### config.mk
export PLATFORM = sky130hd
export DESIGN_NAME = mesi_isc_broad_sched
export DESIGN_NICKNAME = d
export VERILOG_FILES = /design/src/rtl/mesi_isc_broad_sched.sv
export SDC_FILE = /design/constraint.sdc
export NUM_CORES = 1
export LEC_CHECK = 0
export CORE_ASPECT_RATIO = 1.25
export CORE_MARGIN = 3
export CORE_UTILIZATION = 42
export DETAILED_ROUTE_END_ITERATION = 6
export PLACE_DENSITY = 0.74
export REMOVE_ABC_BUFFERS = 1
export SETUP_SLACK_MARGIN = 0.3
export SLEW_MARGIN = 20
export SYNTH_ARGS = -nofsm -noshare
export SYNTH_HDL_FRONTEND = slang
export SYNTH_SLANG_ARGS = --single-unit
### constraint.sdc
create_clock -name clk -period 2.8 [get_ports clk]
set_input_delay 0.84 -clock clk [delete_from_list [all_inputs] [get_ports clk]]
set_output_delay 0.84 -clock clk [all_outputs]
set_load 0.005 [all_outputs]
### src/rtl/mesi_isc_broad_sched.sv
// Broadcast scheduler: pops one broadcast FIFO entry at a time, snoops every CPU except
// the originator, then grants the originator its enable command before popping the entry.
module mesi_isc_broad_sched #(
   parameter int unsigned CBUS_CMD_WIDTH   = 3,
   parameter int unsigned ADDR_WIDTH       = 32,
   parameter int unsigned BROAD_TYPE_WIDTH = 2,
   parameter int unsigned BROAD_ID_WIDTH   = 7
) (
   input  logic                          clk,
   input  logic                          rst,
   input  logic                          broad_fifo_status_empty_i,
   input  logic [ADDR_WIDTH-1:0]         broad_addr_i,
   input  logic [BROAD_TYPE_WIDTH-1:0]   broad_type_i,
   input  logic [1:0]                    broad_cpu_id_i,
   input  logic [BROAD_ID_WIDTH-1:0]     broad_id_i,
   input  logic [3:0]                    cbus_ack_array_i,
   output logic                          broad_fifo_rd_o,
   output logic [4*CBUS_CMD_WIDTH-1:0]   cbus_cmd_array_o,
   output logic [ADDR_WIDTH-1:0]         cbus_addr_o,
   output logic [BROAD_ID_WIDTH-1:0]     active_id_o,
   output logic                          busy_o,
   output logic [15:0]                   done_cnt_o
);

   localparam logic [BROAD_TYPE_WIDTH-1:0] TypeWr = BROAD_TYPE_WIDTH'(1);
   localparam logic [BROAD_TYPE_WIDTH-1:0] TypeRd = BROAD_TYPE_WIDTH'(2);

   localparam logic [CBUS_CMD_WIDTH-1:0] CmdNop     = CBUS_CMD_WIDTH'(0);
   localparam logic [CBUS_CMD_WIDTH-1:0] CmdWrSnoop = CBUS_CMD_WIDTH'(1);
   localparam logic [CBUS_CMD_WIDTH-1:0] CmdRdSnoop = CBUS_CMD_WIDTH'(2);
   localparam logic [CBUS_CMD_WIDTH-1:0] CmdEnWr    = CBUS_CMD_WIDTH'(3);
   localparam logic [CBUS_CMD_WIDTH-1:0] CmdEnRd    = CBUS_CMD_WIDTH'(4);

   typedef enum logic [1:0] {StIdle, StSnoop, StEnable, StDone} state_t;

   state_t                        r_state, w_state_d;
   logic [3:0]                    r_pending, w_pending_d;
   logic [ADDR_WIDTH-1:0]         r_addr, w_addr_d;
   logic [BROAD_TYPE_WIDTH-1:0]   r_type, w_type_d;
   logic [1:0]                    r_cpu, w_cpu_d;
   logic [BROAD_ID_WIDTH-1:0]     r_id, w_id_d;
   logic [15:0]                   r_done_cnt, w_done_cnt_d;

   logic                          w_type_valid;
   logic [3:0]                    w_cpu_onehot;
   logic [3:0][CBUS_CMD_WIDTH-1:0] w_cmd;

   assign w_type_valid = (broad_type_i == TypeWr) || (broad_type_i == TypeRd);
   assign w_cpu_onehot = 4'b0001 << broad_cpu_id_i;

   always_comb begin
      w_state_d    = r_state;
      w_pending_d  = r_pending;
      w_addr_d     = r_addr;
      w_type_d     = r_type;
      w_cpu_d      = r_cpu;
      w_id_d       = r_id;
      w_done_cnt_d = r_done_cnt;
      case (r_state)
         StIdle: begin
            if (!broad_fifo_status_empty_i) begin
               w_addr_d = broad_addr_i;
               w_type_d = broad_type_i;
               w_cpu_d  = broad_cpu_id_i;
               w_id_d   = broad_id_i;
               // Invalid types are dropped: popped without touching the bus.
               if (w_type_valid) begin
                  w_pending_d = 4'hF & ~w_cpu_onehot;
                  w_state_d   = StSnoop;
               end else begin
                  w_state_d = StDone;
               end
            end
         end
         StSnoop: begin
            w_pending_d = r_pending & ~cbus_ack_array_i;
            if (w_pending_d == 4'h0) begin
               w_state_d = StEnable;
            end
         end
         StEnable: begin
            if (cbus_ack_array_i[r_cpu]) begin
               w_state_d    = StDone;
               w_done_cnt_d = r_done_cnt + 16'd1;
            end
         end
         StDone: begin
            w_state_d = StIdle;
         end
         default: begin
            w_state_d = StIdle;
         end
      endcase
   end

   always_ff @(posedge clk or posedge rst) begin
      if (rst) begin
         r_state    <= StIdle;
         r_pending  <= '0;
         r_addr     <= '0;
         r_type     <= '0;
         r_cpu      <= '0;
         r_id       <= '0;
         r_done_cnt <= '0;
      end else begin
         r_state    <= w_state_d;
         r_pending  <= w_pending_d;
         r_addr     <= w_addr_d;
         r_type     <= w_type_d;
         r_cpu      <= w_cpu_d;
         r_id       <= w_id_d;
         r_done_cnt <= w_done_cnt_d;
      end
   end

   // Commands decode from registered state only, so they stay stable until acked.
   always_comb begin
      for (int i = 0; i < 4; i++) begin
         w_cmd[i] = CmdNop;
      end
      case (r_state)
         StSnoop: begin
            for (int i = 0; i < 4; i++) begin
               if (r_pending[i]) begin
                  w_cmd[i] = (r_type == TypeWr) ? CmdWrSnoop : CmdRdSnoop;
               end
            end
         end
         StEnable: begin
            w_cmd[r_cpu] = (r_type == TypeWr) ? CmdEnWr : CmdEnRd;
         end
         default: begin
         end
      endcase
   end

   assign cbus_cmd_array_o = w_cmd;
   assign busy_o           = (r_state != StIdle);
   assign broad_fifo_rd_o  = (r_state == StDone);
   assign cbus_addr_o      = busy_o ? r_addr : '0;
   assign active_id_o      = busy_o ? r_id : '0;
   assign done_cnt_o       = r_done_cnt;

endmodule

==> flow_summary_export.csv <==
group,metric,value,unit
run_status,outcome,"finished clean",
die,core,7440,sq um
routing,drt-pass1-iter-count,4,
placement,gp_congestion,0.830,
die,placementRows,35,
critical_path,start_kind,"register",
grt,met3_usage,0.0341,
sta,timing.fmax,390,MHz
critical_path,r2r_end,"done_cnt_o[15]",
critical_path,cp_common_cell,"buf_6",
finish,num-nets-final,479,
critical_path,r2r.worst_path.cells,9,
critical_path,crit_path_top_delay_cell,"dfrtp_1",
finish,instances_no_fill,519,
grt,grt_busiest_layer,"met2",
finish,synthToLayoutAreaGrowth,53.2,%
die,die_h,104,um
finish,seqCellArea,1630,sq um
min_path,worst_hold_startpoint,"done_cnt_o[15]",
grt,grt_start_max_net_pins,66,
critical_path,path_buf_inv,4,
sta,slew_viol_final,0,
routing,num_vias,2618,
min_path,hold_path.class,"reg2reg",
placement,hpwl,5760,um
critical_path,max_stage_delay,0.39,ns
yosys,synth_ff_type,"dfrtp_1",
routing,drt-total-wl,8330,um
grt,grt_pass1_wl,13600,um
yosys,syn_inst,289,
power,powerDensity,1040,nW/um^2
placement,dp.cells,489,
clock_tree,tritoncts,"yes",
min_path,min_to,"done_cnt_o[15]",
sta,setup_viol,0,
grt,gr-total-overflow,0,
yosys,yosysSeqAreaShare,0.503,
sta,hold_viol,0,
clock_tree,clkTransAtPathRegs,0.07,ns
finish,final_core_util,0.666,
grt,use_met1,0.211,
die,die_x,84.5,um
critical_path,startpoint,"r_state[0]",
placement,port_buffers,118,
routing,drt_iter0_markers,110,
die,io_pins,119,
power,ir_drop,0.544,mV
critical_path,required,1.96,ns
critical_path,cp.arrival,1.72,ns
critical_path,worst-path-max-fanout,5,
finish,num_antenna_cells,0,
sta,fin_setup_tns,0,ns
routing,wl_per_cell,16.0,um
clock_tree,cts.sinks,65,
yosys,synth_area_per_cell,11.2,sq um
yosys,netlist_area,3240,sq um
finish,final_cell_mix,"clkdlybuf4s50_1 (66), dfrtp_1 (64), nor2b_1 (46), mux2_2 (43), dlygate4sd2_1 (36)",
yosys,async_flop_share,1.00,
yosys,yosysWarningCount,0,
sta,maxSlewHeadroom,0.560,
finish,multi_input_area,1680,sq um
finish,layout-drive-gt1-share,0.279,
sta,period_minus_slack,2.56,ns
clock_tree,clock_latency,0.33,ns
clock_tree,htree_num_levels,3,
yosys,yosys.cell_types.count,31,
grt,grt_util_met2,0.345,
routing,viasPerCell,5.04,
job,maxCapViolations,0,
min_path,min_path_cells,1,
clock_tree,cts_buffer_depth,2,
critical_path,path_delay_family,"buffers and inverters",
sta,finClkSkew,0.00895,ns
grt,track_usage,0.191,
yosys,ys_ff_latch,65,
die,initial_utilization,0.435,
sta,tightest_slew,0.652,ns
grt,antenna_found_initial,0,
critical_path,cp_cell_sequence,"inv_2 -> ha_4 -> buf_6 -> nand2b_4 -> buf_6 -> nor3_4 -> a31oi_1 -> nor2b_1 -> buf_2",
grt,grt_pass1_vias,2777,
finish,final_common_cell,"clkdlybuf4s50_1",
power,leakage,2.21,nW
critical_path,reg2reg_slack,0.66,ns
sta,fin_crit_sh,0.915,
finish,fill_cells,589,
sta,rsz0062_at_grt,"yes",
yosys,synth_edf_count,0,
critical_path,rr_startpoint,"r_state[0]",
clock_tree,cts-root-buf,"clkbuf_8",
routing,remaining_drc_errors,0,
die,die_area,8800,sq um
critical_path,crit_type,"reg2out",
critical_path,critical_path_depth,9,
routing,ant_nets,0,
critical_path,end_kind,"output port",
clock_tree,cts_made_buffers,9,
-- what timing repair did --
item / CTS / global route
pin swaps: 8 / 11
endpoints found under the setup margin: 52 / 16
setup buffers: 10 / 6
hold buffers: 0 / 0
resized for setup: 95 / 29
-- registers in the layout, summed over array words and instances (netlist names) --
signal and count:
r_addr 32, done_cnt_o 16, r_id 7, r_pending 4, r_cpu 2, r_state 2, r_type 2
-- layer usage --
metal,part of all wire,up-vias
li1,-,1255
met1,0.38,1270
met2,0.55,75
met3,0.047,18
met4,0.028,0
met5,0,-
-- per-stage QoR --
| stage | setup slack, ns | power, W | hold slack, ns | cell area, sq um |
|---|---|---|---|---|
| 2_1_floorplan | -1.56 | 0.00284 | 0.465 | 3160 |
| 3_3_place_gp | 0.207 | 0.00411 | 0.464 | 4530 |
| 3_5_place_dp | 0.134 | 0.00417 | 0.458 | 4530 |
| 4_1_cts | 0.0745 | 0.00506 | 0.470 | 4860 |
| 5_1_grt | 0.124 | 0.00551 | 0.481 | 4960 |
| 6_report | 0.237 | 0.00515 | 0.469 | 4960 |
-- kinds of logic after synthesis --
group,count (synthesis),share of synthesized area
buffers and inverters,19,0.0286
multiplexers,46,0.159
XOR/XNOR,16,0.0433
AND/OR/NAND/NOR,116,0.208
flip-flops,65,0.503
adder cells (fa/ha/maj),5,0.0193
AO/OA/AOI/OAI,22,0.0390
-- report_power, final --
group          internal [W]  switching [W]
Sequential          0.00135       0.000307
Clock              0.000425       0.000337
Combinational       0.00158        0.00115
-- worst max path at each step --
| stage | slack [ns] | endpoint |
|---|---|---|
| global route | 0.12 | cbus_cmd_array_o[1] |
| CTS | 0.07 | cbus_cmd_array_o[10] |
| global placement | 0.21 | cbus_cmd_array_o[7] |
| finish | 0.24 | cbus_cmd_array_o[1] |
| detailed placement | 0.13 | cbus_cmd_array_o[7] |
| floorplan | -1.56 | r_pending[0] |
-- Yosys cell counts (all sizes together), types with 2 or more instances --
library cell | count | share of area
a21oi | 5 | 0.0077
a22oi | 2 | 0.0046
a31oi | 2 | 0.0039
and2 | 3 | 0.0058
and3 | 3 | 0.0058
buf | 9 | 0.017
clkbuf | 6 | 0.0070
dfrtp | 65 | 0.50
ha | 5 | 0.019
inv | 4 | 0.0046
mux2 | 43 | 0.15
mux2i | 3 | 0.0093
nand2 | 15 | 0.017
nand2b | 2 | 0.0039
nand3 | 7 | 0.011
nand4 | 8 | 0.015
nor2 | 10 | 0.012
nor2b | 53 | 0.10
nor3 | 9 | 0.014
nor4 | 3 | 0.015
o21ai | 10 | 0.015
or2 | 2 | 0.0039
xnor2 | 6 | 0.016
xor2 | 10 | 0.027
-- area by class of cell --
type,instances,area share
Clock buffer,11,0.0285
Clock inverter,3,0.00858
Tap cell,92,0.0232
Inverter,4,0.00303
Timing Repair Buffer,139,0.269
Multi-Input combinational cell,205,0.339
Sequential cell,65,0.328
Note: power is estimated with default switching activity, not from simulation.
